`src/rtl/basilisk_pkg.sv`:
```
// Shared Basilisk types and constants: writeback result beat layout, offset geometry,
// writeback arbiter state encoding and the fixed result-stream order.
package basilisk_pkg;

  localparam int unsigned BASILISK_VECTOR_WIDTH   = 64;
  localparam int unsigned BASILISK_COMPUTE_WIDTH  = 32;
  localparam int unsigned BASILISK_OFFSET_COUNT   = BASILISK_VECTOR_WIDTH / BASILISK_COMPUTE_WIDTH;
  localparam int unsigned BASILISK_OFFSET_WIDTH   =
      (BASILISK_OFFSET_COUNT > 1) ? $clog2(BASILISK_OFFSET_COUNT) : 1;
  localparam int unsigned BASILISK_REG_ADDR_WIDTH = 5;

  // Writeback requester order; lower index wins first after reset.
  localparam int unsigned BASILISK_WB_REQ_ADD     = 0;
  localparam int unsigned BASILISK_WB_REQ_MULT    = 1;
  localparam int unsigned BASILISK_WB_REQ_DIVIDE  = 2;
  localparam int unsigned BASILISK_WB_REQ_SQRT    = 3;
  localparam int unsigned BASILISK_WB_REQ_CONVERT = 4;
  localparam int unsigned BASILISK_WB_REQ_MEMORY  = 5;

  typedef enum logic {
    BASILISK_WB_ARB_IDLE,
    BASILISK_WB_ARB_LOCKED
  } basilisk_writeback_arb_state_t;

  typedef struct packed {
    logic [BASILISK_COMPUTE_WIDTH-1:0]  data;
    logic [BASILISK_REG_ADDR_WIDTH-1:0] dest_reg_addr;
    logic [BASILISK_OFFSET_WIDTH-1:0]   dest_offset_addr;
  } basilisk_writeback_result_t;

  function automatic int unsigned basilisk_onehot_index(input logic [31:0] onehot);
    int unsigned idx;
    idx = 0;
    for (int unsigned i = 0; i < 32; i++) begin
      if (onehot[i]) idx = i;
    end
    return idx;
  endfunction

endpackage

```
`src/rtl/basilisk_writeback_arbiter_if.sv`:
```
// Writeback arbiter bus: per-requester result streams in, one register-file write port out.
interface basilisk_writeback_arbiter_if
  import basilisk_pkg::*;
#(
  parameter int unsigned NUM_REQUESTERS = 6
);
  localparam int unsigned W     = $bits(basilisk_writeback_result_t);
  localparam int unsigned SRC_W = (NUM_REQUESTERS > 1) ? $clog2(NUM_REQUESTERS) : 1;

  logic [NUM_REQUESTERS-1:0]   req_valid;
  logic [NUM_REQUESTERS-1:0]   req_ready;
  logic [NUM_REQUESTERS*W-1:0] req_data;
  logic                        result_valid;
  logic                        result_ready;
  logic [W-1:0]                result_data;
  logic [SRC_W-1:0]            result_source;
  logic                        protocol_error;

  modport master (
    output req_valid, req_data, result_ready,
    input  req_ready, result_valid, result_data, result_source, protocol_error
  );

  modport slave (
    input  req_valid, req_data, result_ready,
    output req_ready, result_valid, result_data, result_source, protocol_error
  );

endinterface

```
`src/rtl/basilisk_round_robin_select.sv`:
```
// Combinational round-robin picker: first eligible request after i_last, wrapping.
module basilisk_round_robin_select #(
  parameter int unsigned NUM_REQUESTERS = 6,
  localparam int unsigned IDX_W = (NUM_REQUESTERS > 1) ? $clog2(NUM_REQUESTERS) : 1
) (
  input  logic [NUM_REQUESTERS-1:0] i_req,
  input  logic [IDX_W-1:0]          i_last,
  input  logic [NUM_REQUESTERS-1:0] i_mask,
  output logic [NUM_REQUESTERS-1:0] o_grant
);

  logic [NUM_REQUESTERS-1:0] w_eligible;
  logic [IDX_W-1:0]          w_idx;
  logic                      w_found;

  assign w_eligible = i_req & i_mask;

  always_comb begin
    o_grant = '0;
    w_found = 1'b0;
    w_idx   = '0;
    for (int unsigned k = 1; k <= NUM_REQUESTERS; k++) begin
      w_idx = IDX_W'((32'(i_last) + k) % NUM_REQUESTERS);
      if (!w_found && w_eligible[w_idx]) begin
        o_grant[w_idx] = 1'b1;
        w_found        = 1'b1;
      end
    end
  end

endmodule

```
`src/rtl/basilisk_writeback_arbiter.sv`:
```
// Round-robin arbiter for the vector register file write port with a one-entry output stage
// and optional burst lock that keeps a destination's offset beats contiguous.
module basilisk_writeback_arbiter
  import basilisk_pkg::*;
#(
  parameter int unsigned NUM_REQUESTERS = 6,
  parameter bit          BURST_LOCK     = 1'b1
) (
  input logic                      clk,
  input logic                      rst,
  basilisk_writeback_arbiter_if.slave bus
);

  localparam int unsigned W     = $bits(basilisk_writeback_result_t);
  localparam int unsigned SRC_W = (NUM_REQUESTERS > 1) ? $clog2(NUM_REQUESTERS) : 1;
  localparam int unsigned OFF_W = BASILISK_OFFSET_WIDTH;
  localparam bit          LOCK_EN = BURST_LOCK && (BASILISK_OFFSET_COUNT > 1);
  localparam logic [OFF_W-1:0] LAST_OFFSET = OFF_W'(BASILISK_OFFSET_COUNT - 1);

  basilisk_writeback_arb_state_t r_state;
  logic [SRC_W-1:0]              r_last_grant;
  logic [SRC_W-1:0]              r_lock_owner;
  logic [OFF_W-1:0]              r_expected_offset;
  logic                          r_result_valid;
  basilisk_writeback_result_t    r_result_data;
  logic [SRC_W-1:0]              r_result_source;
  logic                          r_protocol_error;

  logic [NUM_REQUESTERS-1:0]     w_mask;
  logic [NUM_REQUESTERS-1:0]     w_grant;
  logic [NUM_REQUESTERS-1:0]     w_req_ready;
  logic                          w_accept_en;
  logic                          w_xfer;
  logic [SRC_W-1:0]              w_grant_idx;
  basilisk_writeback_result_t    w_beat;

  always_comb begin
    w_mask = '1;
    if (r_state == BASILISK_WB_ARB_LOCKED) w_mask = NUM_REQUESTERS'(1) << r_lock_owner;
  end

  basilisk_round_robin_select #(
    .NUM_REQUESTERS(NUM_REQUESTERS)
  ) u_select (
    .i_req  (bus.req_valid),
    .i_last (r_last_grant),
    .i_mask (w_mask),
    .o_grant(w_grant)
  );

  assign w_accept_en = !r_result_valid || bus.result_ready;
  assign w_req_ready = (rst && w_accept_en) ? w_grant : '0;
  assign w_xfer      = |(w_req_ready & bus.req_valid);
  assign w_grant_idx = SRC_W'(basilisk_onehot_index(32'(w_grant)));
  assign w_beat      = basilisk_writeback_result_t'(bus.req_data[w_grant_idx*W +: W]);

  assign bus.req_ready      = w_req_ready;
  assign bus.result_valid   = r_result_valid;
  assign bus.result_data    = r_result_data;
  assign bus.result_source  = r_result_source;
  assign bus.protocol_error = r_protocol_error;

  always_ff @(posedge clk) begin
    if (!rst) begin
      r_state           <= BASILISK_WB_ARB_IDLE;
      r_last_grant      <= SRC_W'(NUM_REQUESTERS - 1);
      r_lock_owner      <= '0;
      r_expected_offset <= '0;
      r_result_valid    <= 1'b0;
      r_result_data     <= '0;
      r_result_source   <= '0;
      r_protocol_error  <= 1'b0;
    end else begin
      if (w_xfer) begin
        r_result_valid  <= 1'b1;
        r_result_data   <= w_beat;
        r_result_source <= w_grant_idx;
        r_last_grant    <= w_grant_idx;
      end else if (r_result_valid && bus.result_ready) begin
        r_result_valid  <= 1'b0;
      end

      // Out-of-order offsets are flagged but still forwarded so no beat is lost.
      if (LOCK_EN && w_xfer) begin
        case (r_state)
          BASILISK_WB_ARB_IDLE: begin
            if (w_beat.dest_offset_addr == '0) begin
              r_state           <= BASILISK_WB_ARB_LOCKED;
              r_lock_owner      <= w_grant_idx;
              r_expected_offset <= OFF_W'(1);
            end else begin
              r_protocol_error  <= 1'b1;
            end
          end
          BASILISK_WB_ARB_LOCKED: begin
            if (w_beat.dest_offset_addr == r_expected_offset) begin
              if (w_beat.dest_offset_addr == LAST_OFFSET) begin
                r_state           <= BASILISK_WB_ARB_IDLE;
                r_expected_offset <= '0;
              end else begin
                r_expected_offset <= r_expected_offset + OFF_W'(1);
              end
            end else begin
              r_protocol_error  <= 1'b1;
              r_state           <= BASILISK_WB_ARB_IDLE;
              r_expected_offset <= '0;
            end
          end
          default: begin
            r_state           <= BASILISK_WB_ARB_IDLE;
            r_expected_offset <= '0;
          end
        endcase
      end
    end
  end

endmodule
```
`src/flat_wrapper.sv`:
```
// flat-port wrapper written by rule: the top's interface ports become plain ports
module basilisk_writeback_arbiter_flat import basilisk_pkg::*;
#(
  parameter int unsigned NUM_REQUESTERS = 6,
  parameter bit          BURST_LOCK     = 1'b1
)
  (clk, rst, bus_req_valid, bus_req_data, bus_result_ready, bus_req_ready, bus_result_valid, bus_result_data, bus_result_source, bus_protocol_error);
  basilisk_writeback_arbiter_if #(.NUM_REQUESTERS(NUM_REQUESTERS)) bus_i ();
  input logic clk;
  input logic rst;
  input wire logic [$bits(bus_i.req_valid)-1:0] bus_req_valid;
  input wire logic [$bits(bus_i.req_data)-1:0] bus_req_data;
  input wire logic [$bits(bus_i.result_ready)-1:0] bus_result_ready;
  output wire logic [$bits(bus_i.req_ready)-1:0] bus_req_ready;
  output wire logic [$bits(bus_i.result_valid)-1:0] bus_result_valid;
  output wire logic [$bits(bus_i.result_data)-1:0] bus_result_data;
  output wire logic [$bits(bus_i.result_source)-1:0] bus_result_source;
  output wire logic [$bits(bus_i.protocol_error)-1:0] bus_protocol_error;
  assign bus_i.req_valid = bus_req_valid;
  assign bus_i.req_data = bus_req_data;
  assign bus_i.result_ready = bus_result_ready;
  assign bus_req_ready = bus_i.req_ready;
  assign bus_result_valid = bus_i.result_valid;
  assign bus_result_data = bus_i.result_data;
  assign bus_result_source = bus_i.result_source;
  assign bus_protocol_error = bus_i.protocol_error;
  basilisk_writeback_arbiter #(.NUM_REQUESTERS(NUM_REQUESTERS), .BURST_LOCK(BURST_LOCK)) u_core (.clk(clk), .rst(rst), .bus(bus_i));
endmodule
```
`config.mk`:
```
export PLATFORM = sky130hd
export DESIGN_NAME = basilisk_writeback_arbiter_flat
export DESIGN_NICKNAME = d
export VERILOG_FILES = /design/src/rtl/basilisk_pkg.sv /design/src/rtl/basilisk_writeback_arbiter_if.sv /design/src/rtl/basilisk_round_robin_select.sv /design/src/rtl/basilisk_writeback_arbiter.sv /design/src/flat_wrapper.sv
export SDC_FILE = /design/constraint.sdc
export NUM_CORES = 1
export LEC_CHECK = 0
export ABC_AREA = 1
export ABC_CLOCK_PERIOD_IN_PS = 4200
export BUFFER_PORTS_ARGS = -buffer_cell sky130_fd_sc_hd__buf_4
export CORE_AREA = 2 2 90 157
export CTS_CLUSTER_DIAMETER = 30
export DETAILED_ROUTE_END_ITERATION = 16
export DIE_AREA = 0 0 92 159
export GPL_ROUTABILITY_DRIVEN = 0
export PLACE_DENSITY = 0.72
export RECOVER_POWER = 100
export SLEW_MARGIN = 30
export SYNTH_ARGS = -nofsm -noshare
export SYNTH_HDL_FRONTEND = slang
export SYNTH_SLANG_ARGS = --single-unit
export TNS_END_PERCENT = 10
```
`constraint.sdc`:
```
create_clock -name clk -period 4.2 [get_ports clk]
set_input_delay 0 -clock clk [delete_from_list [all_inputs] [get_ports clk]]
set_output_delay 0 -clock clk [all_outputs]
set_load 0.05 [all_outputs]
```
Yosys cells after proc, flatten, opt, wreduce, memory -nomap -nowiden
Cells that the tools add are included.
- $lt $le $gt $ge: 12
- equality and inequality tests: 4
- divide/modulo/power cells: 6
- multiplexer cells: 54
- shift operators: 2
- multiply operators: 1
- add/sub/neg operators: 7
- reduce and logical (&&, ||, !) cells: 25
- bitwise operators: 9
- operators with widths (operator ; count):
    indexed part select 228 x 10 -> 38 bit ; 1
    remainder unit 32 x 3 -> 32 bit (second input constant) ; 6
    2-to-1 mux 6 bit ; 8
    bitwise OR 6 bit ; 5
    2-to-1 mux 1 bit ; 27
    less-than comparator 3 x 4 -> 1 bit (second input constant) ; 6
    binary-select mux 1 bit (select 3 bit) ; 6
    demux 1 bit (select 3 bit) ; 6
    >= comparator 3 x 1 -> 1 bit (second input constant) ; 6
    logical AND 1 bit ; 13
    adder 3 x 3 -> 4 bit (second input constant) ; 3
    AND 6 bit ; 2
    2-to-1 mux 3 bit ; 3
    adder 3 x 2 -> 4 bit (second input constant) ; 2
    multiplier 3 x 5 -> 8 bit (second input constant) ; 1
    logical NOT 1 bit ; 6
    one-hot mux 1 bit (2 select lines) ; 3
    AND reduction 3 bit ; 2
    OR reduction 6 bit ; 1
    << shifter 1 x 3 -> 6 bit (first input constant) ; 1
    adder 3 x 1 -> 4 bit (second input constant) ; 1
    != test 2 bit (second input constant) ; 2
    2-to-1 mux 2 bit ; 1
    != test 2 x 1 -> 1 bit (second input constant) ; 1
    6 further kinds ; 7
- register bits after elaboration: 51
- bits in latches: 0
- memories kept: 0
- memory bits (read-only): 0
- word-level logic and storage cells: 130
- output and inout port bits: 49
- input bits: 237
- memory bits (writable): 0

Logic depth before layout (Yosys ltp)
Gate-level depths: netlist of run 1.
- depth in word-level cells: 31
- depth in mapped cells: 34
- mapped depth without buffers: 33

Modules after synthesis
A second synthesis of run 1 with hierarchy kept.
- cell total of the unflattened synthesis: 940
- area, all modules: 5476.5 sq um
- modules (own cells, without submodules) (module ; instances ; sequential area each (sq um) ; cells an instance ; area an instance (sq um)):
    basilisk_writeback_arbiter ; 1 ; 1001.0 ; 661 ; 4057.6
    basilisk_round_robin_select ; 1 ; 0.0 ; 279 ; 1418.9

Worst setup path before layout of run 1
Ideal clock, no wire load.
- path type: register -> register
- start: register u_core.r_last_grant[0]
- end: register u_core.r_result_data (netlist bit u_core.bus.result_data[11])
- required time: 4082 ps
- setup time: 118 ps
- setup slack: 145 ps
- stages on the path, launching flop included: 30
- data arrival time: 3937 ps
- path buffers: 2
- period minus slack after synthesis: 4055 ps
- cells stage by stage: dfxtp_1 > inv_2 > buf_2 > ha_1 > nand2_1 > nand2_2 > ha_1 > nor2_1 > nand2_1 > nand2_1 > nand2_2 > nand2_1 > nand2_2 > inv_2 > nand2_2 > nand2_1 > nor2_2 > nor2_4 > nand2_1 > nor2_2 > nand2_1 > nand3_1 > nor2_4 > nor2_1 > nor2_2 > inv_2 > buf_2 > o21ai_1 > o211ai_1 > nor2_1
- elaborated cells between the ends (all ways): 90
- classes of those cells: 6 x add/sub; 1 x mul; 6 x div; 12 x order compare; 1 x shift; 41 x mux; 6 x bitwise; 17 x reduce/logical
- RTL lines (element ; RTL line ; source):
    from (decl) ; basilisk_writeback_arbiter.sv:21 ; logic [SRC_W-1:0] r_last_grant;
    from (signal assigned) ; basilisk_writeback_arbiter.sv:66 ; r_last_grant <= SRC_W'(NUM_REQUESTERS - 1);
    from (signal assigned) ; basilisk_writeback_arbiter.sv:78 ; r_last_grant <= w_grant_idx;
    branches (longest 19 deep; another with remainder unit 32 x 3 -> 32 bit) ; - ;
    2-to-1 mux 6 bit (*) ; basilisk_round_robin_select.sv:24 ; if (!w_found && w_eligible[w_idx]) begin
    2-to-1 mux 6 bit (*) ; basilisk_writeback_arbiter.sv:52 ; assign w_req_ready = (rst && w_accept_en) ? w_grant : '0;
    named net bus_req_ready[5] ; flat_wrapper.sv:14 ; output wire logic [$bits(bus_i.req_ready)-1:0] bus_req_ready;
    AND 6 bit (*) ; basilisk_writeback_arbiter.sv:53 ; assign w_xfer = |(w_req_ready & bus.req_valid);
    OR reduction 6 bit (*) ; basilisk_writeback_arbiter.sv:53 ;
    to (signal assigned) ; basilisk_writeback_arbiter.sv:76 ; r_result_data <= w_beat;
    to (decl) ; basilisk_writeback_arbiter.sv:25 ; basilisk_writeback_result_t r_result_data;
Mark *: on every way through the listed nets, which the timed path passes. The select of a mux whose other input is x is not followed.
A chain may end at the register's enable or synchronous reset.

==> impl_metrics.json, run 1 <==
{
  "yosysMostFrequentCell": "nand2_1",
  "fmax_mhz": 256.9,
  "pre_cts_slack_ns": 0.06158,
  "rrSetupSlack_ns": 0.31,
  "slowest_delay_ns": 0.33,
  "synth.area.top_cells": "dfxtp_1, nand2_1, nor2_1",
  "drt_first_pass_iters": 5,
  "cts_sinks": 50,
  "rr_worst_depth": 29,
  "post-route-period-util_pct": 92.67,
  "fin_ws_ns": 0.3080,
  "nFillCells": 1466,
  "antenna_found_initial": 0,
  "worst_pin_slew_ns": 0.7101,
  "synth_ff_type": "dfxtp_1",
  "clkLatencyLatePin_ns": 0.30,
  "setup.worst_path.end_class": "flop",
  "worstPathRequired_ns": 4.38,
  "relSlewSlack_pct": 52.87,
  "numCtsBuffers": 5,
  "dp_hpwl_um": 16840,
  "worstHoldStart": "bus_result_ready",
  "cts.htree.levels": 2,
  "antenna_cells": 0,
  "drc": 0,
  "clk_pin_slew_ns": 0.07,
  "final_cell_count_no_fill": 1366,
  "finalSetupViolCount": 0,
  "synthArstFlopShare_pct": 0,
  "wirelength_um": 21350,
  "status": "finished, final reports clean",
  "ant_nets": 0,
  "syn-instance-count": 932,
  "regArea_um2": 1005,
  "grt_max_degree": 93,
  "port-buffer-count": 285,
  "synth_edf_count": 0,
  "yosys_warnings": 0,
  "nets": 1439,
  "synth_commonest_cells": "nand2_1, nor2_1, nand3_1",
  "grt_pass1_wl_um": 33760,
  "fin_crit_ns": 3.892,
  "crit_top_cell": "nand2_2",
  "crit_slowest_cell": "dfxtp_2",
  "finalHoldViolCount": 0,
  "drtIter0Drc": 445,
  "crit_type": "flop to flop",
  "grt_pass1_vias": 6728,
  "synth_top_cell_by_area": "dfxtp_1",
  "syn_nets": 1180,
  "ys_seq_area_share_pct": 19.19,
  "rows": 56,
  "syn_avg_cell_area_um2": 5.597,
  "placeableCoreArea_um2": 13310,
  "final.setup.tns_ns": 0,
  "holdPathEnd": "u_core.bus.result_valid",
  "synth-seq-cells": 50,
  "synth_cell_types": 30,
  "multiInputGateArea_um2": 3640,
  "yosysTopAreaCellShare_pct": 19.19,
  "rsz0062_at_grt": "true",
  "whs_path_depth": 4,
  "io_pins": 286,
  "syn-cell-area_um2": 5216,
  "root_buffer": "clkbuf_16",
  "drive_above_1_share_pct": 28.78,
  "r2r_end": "u_core.r_expected_offset",
  "routedWlPerCell_um": 15.63,
  "grt-ovfl-total": 0,
  "arrival_ns": 4.07,
  "start_kind": "flop",
  "cts_tree": "yes",
  "ctsHoldBuffers": 0,
  "grt_usage_pct": 28.54,
  "die-area_um2": 14630,
  "initial_utilization_pct": 39.18,
  "vias": 7013,
  "fp.dieW_um": 92,
  "r2r_start": "u_core.bus.result_source[1]",
  "holdWs_ns": 0.05607,
  "hp-class": "primary input to flop",
  "routed_via_density": 5.134,
  "cts.path.max_buffers": 2,
  "die_h_um": 159,
  "clock_skew_ns": 0.009504,
  "cp_max_fo": 8,
  "dp.cells": 1355,
  "final_max_slew_viol_count": 0,
  "cap_viol_max_count": 0,
  "synthToLayoutAreaGrowth_pct": 43.51
}
==> logic make-up after synthesis <==
kind of cell | Yosys count | share of synthesized area [%]
buf+inv | 127 | 11.99
simple gates | 566 | 46.99
fa+ha+maj | 11 | 2.638
flops | 50 | 19.19
compound gates | 178 | 19.19
==> timing repair <==
action | CTS | global route
setup buffers | 0 | 4
endpoints found under the hold margin | 0 | 0
setup endpoints to repair | 0 | 47
gates resized for setup | 0 | 17
==> metrics by stage <==
step	area [µm²]	utilization [%]
finish	7486	56.23
global route	7486	56.23
CTS	7565	56.82
detailed placement	7395	55.55
global placement	7395	55.55
floorplan	5216	-
==> worst max path at each step <==
stage	from	end	slack (ns)
6_report	u_core.bus.result_source[1]	u_core.r_expected_offset	0.31
5_1_grt	u_core.bus.result_source[1]	u_core.r_expected_offset	-0.05
4_1_cts	u_core.r_last_grant[2]	u_core.r_expected_offset	0.04
3_5_place_dp	u_core.r_last_grant[2]	u_core.r_expected_offset	0.06
3_3_place_gp	u_core.bus.result_source[1]	u_core.r_expected_offset	0.20
2_1_floorplan	u_core.r_last_grant[0]	u_core.bus.result_data[11]	0.15
==> metal layers <==
| layer | track usage, % | vias up | share of wire (%) |
|---|---|---|---|
| li1 | - | 3561 | - |
| met5 | 0 | - | 0 |
| met4 | 11.74 | 0 | 3.9 |
| met3 | 4.117 | 61 | 6.5 |
| met2 | 51.87 | 296 | 52 |
| met1 | 32.88 | 3095 | 38 |
==> state kept, by name, indices dropped and copies added (netlist names) <==
register and count:
u_core.r_expected_offset 1, u_core.bus.result_data 38, u_core.r_last_grant 2, u_core.r_lock_owner 3, u_core.bus.result_source 3, u_core.r_state 1
u_core.bus.protocol_error 1, u_core.bus.result_valid 1
==> worst max-delay path, delay by kind of cell, from the launching register on <==
kind                     cells  cell delay [ns]
AND/OR/NAND/NOR             21             2.30
flip-flops                   1             0.33
AO/OA/AOI/OAI                2             0.23
adder cells (fa/ha/maj)      3             0.66
buffers and inverters        3             0.25
==> cell type report <==
class                           count  share of cell area [%]
Inverter                           71                   3.560
Multi-Input combinational cell    755                   48.62
Tap cell                          174                   2.908
Clock buffer                        5                   1.671
Clock inverter                      3                  0.6017
Sequential cell                    50                   13.42
Timing Repair Buffer              308                   29.22
==> cell usage in the layout (no fill, tap or decap), drive strengths merged <==
| master | n |
|---|---|
| buf | 266 |
| nand2 | 252 |
| nor2 | 187 |
| nand3 | 87 |
| o21ai | 84 |
| inv | 71 |
| a21oi | 53 |
| dfxtp | 50 |
| clkbuf | 47 |
| o211ai | 40 |
| nor3 | 22 |
| nand4 | 13 |
| ha | 11 |
| or2 | 3 |
| clkinvlp | 2 |
| a21boi | 1 |
| and2 | 1 |
| nand3b | 1 |
| bufinv | 1 |
Power of run 1 is not shown: default switching activity piles up to over one toggle a cycle in this logic, so the estimate is an artifact.
==> inputs of run 2 (changes only) <==
Settings changed: CORE_AREA 2 2 90 157 to 2 2 110 112, DIE_AREA 0 0 92 159 to 0 0 112 114, GPL_TIMING_DRIVEN from default to 1, PLACE_DENSITY 0.72 to 0.81.
==> run 2 against run 1 <==
  * Clock skew shrank 0.00079 ns
  * Global-route usage grew 2.4 points
  * Largest cell class unchanged
  * Sequential share of layout area grew 0.20 points
  * Non-clock buffer count shrank 5
  * Die area shrank 13%
  * Critical path type unchanged
==> impl_metrics.json, run 2 (synthesis gave the netlist of run 1 again) <==
{
  "status": "finished, final reports clean",
  "fin_crit_ns": 3.885,
  "crit_slowest_cell": "dfxtp_1",
  "worstHoldStart": "bus_req_data[161]",
  "numCtsBuffers": 5,
  "fmax_mhz": 257.4,
  "finalSetupViolCount": 0,
  "root_buffer": "clkbuf_16",
  "nFillCells": 1185,
  "antenna_cells": 0,
  "rsz0062_at_grt": "true",
  "die_h_um": 114,
  "multiInputGateArea_um2": 3637,
  "finalHoldViolCount": 0,
  "placeableCoreArea_um2": 11710,
  "largest_reg_flops": 38,
  "rr_worst_depth": 29,
  "drc": 0,
  "slowest_delay_ns": 0.31,
  "whs_path_depth": 5,
  "relSlewSlack_pct": 51.26,
  "io_pins": 286,
  "arrival_ns": 4.05,
  "r2r_start": "u_core.bus.result_source[1]",
  "dpl_cell_area_um2": 7336,
  "post-route-period-util_pct": 92.49,
  "final_max_slew_viol_count": 0,
  "port-buffer-count": 285,
  "layout_commonest_cell": "buf_4",
  "r2r_end": "u_core.r_expected_offset",
  "crit_top_cell": "nand2_1",
  "setup.worst_path.end_class": "flop",
  "wirelength_um": 21060,
  "antenna_found_initial": 0,
  "routed_via_density": 5.314,
  "die-area_um2": 12770,
  "worstPathRequired_ns": 4.37,
  "clock_skew_ns": 0.008711,
  "final_cell_count_no_fill": 1334,
  "rows": 40,
  "hp-class": "primary input to flop",
  "vias": 7089,
  "grt_usage_pct": 30.97,
  "crit_type": "flop to flop",
  "cp_max_fo": 6,
  "cts.path.max_buffers": 2,
  "synthToLayoutAreaGrowth_pct": 41.57,
  "dp_hpwl_um": 16640,
  "drive_above_1_share_pct": 27.80,
  "drtIter0Drc": 775,
  "cts_sinks": 50,
  "fp.dieW_um": 112,
  "cts.htree.levels": 2,
  "grt_max_degree": 97,
  "grt-ovfl-total": 0,
  "holdPathEnd": "u_core.bus.result_data[9]",
  "worst_pin_slew_ns": 0.7342,
  "rrSetupSlack_ns": 0.32,
  "final_area_um2": 7385,
  "drt_first_pass_iters": 7,
  "grt_pass1_wl_um": 31730,
  "regArea_um2": 1006,
  "cap_viol_max_count": 0,
  "layout_common_cells": "buf_4, nand2_1, nor2_1",
  "grt_pass1_vias": 6211,
  "cts_tree": "yes",
  "nets": 1434,
  "initial_utilization_pct": 44.54,
  "dp.cells": 1323,
  "holdWs_ns": 0.05927,
  "clkLatencyLatePin_ns": 0.30,
  "clk_pin_slew_ns": 0.08,
  "start_kind": "flop",
  "ant_nets": 0,
  "routedWlPerCell_um": 15.79
}
## run 2: cell types whose count changed in the layout (fill, tap and decap cells not counted), moves of 2 or more
cell / previous run / this run
nand2_2: 20 / 18
dfxtp_2: 3 / 1
clkbuf_1: 42 / 47
clkinvlp_4: 2 / 0
buf_4: 262 / 251
## run 2: stage by stage
| stage | utilization, % | setup WS (ns) | TNS [ns] |
|---|---|---|---|
| 2_1_floorplan | - | 0.1455 | 0 |
| 3_3_place_gp | 62.64 | 0.2840 | 0 |
| 3_5_place_dp | 62.64 | 0.1742 | 0 |
| 4_1_cts | 63.95 | 0.1516 | 0 |
| 5_1_grt | 63.06 | -0.005832 | -0.005832 |
| 6_report | 63.06 | 0.3155 | 0 |
## run 2: worst max-delay path: cells and delay by family (launching register included)
kind / cells / cell delay, ns
fa+ha+maj: 3 / 0.68
flops: 1 / 0.31
compound gates: 2 / 0.24
buf+inv: 3 / 0.28
simple gates: 21 / 2.26
## run 2: layer usage
metal  track usage (%)  share of wire [%]
met2             53.86                 50
met4             10.98                3.0
met3             6.217                8.0
met5                 0                  0
met1             38.26                 39
## run 2: what timing repair did
item	4_1_cts	5_1_grt
setup buffers	0	3
setup endpoints to repair	0	41
hold buffers	0	0
gates resized for setup	0	15
## run 2: cell type report
type | instances | area share [%]
clock buffers | 5 | 1.694
clock inverters | 3 | 0.3897
inverters | 71 | 3.609
multi-input cells | 755 | 49.25
flip-flops and latches | 50 | 13.62
well taps | 147 | 2.491
repair buffers | 303 | 28.94
## run 2: how the worst max path moves through the flow
stage	startpoint	endpoint	slack (ns)	depth (start not counted)
2_1_floorplan	u_core.r_last_grant[0]	u_core.bus.result_data[11]	0.15	29
3_3_place_gp	u_core.r_last_grant[2]	u_core.r_expected_offset	0.28	29
3_5_place_dp	u_core.r_last_grant[2]	u_core.r_expected_offset	0.17	29
4_1_cts	u_core.r_last_grant[2]	u_core.r_expected_offset	0.15	29
5_1_grt	u_core.bus.result_source[1]	u_core.r_expected_offset	-0.006	29
6_report	u_core.bus.result_source[1]	u_core.r_expected_offset	0.32	29
Power of run 2 is left out for the same reason.
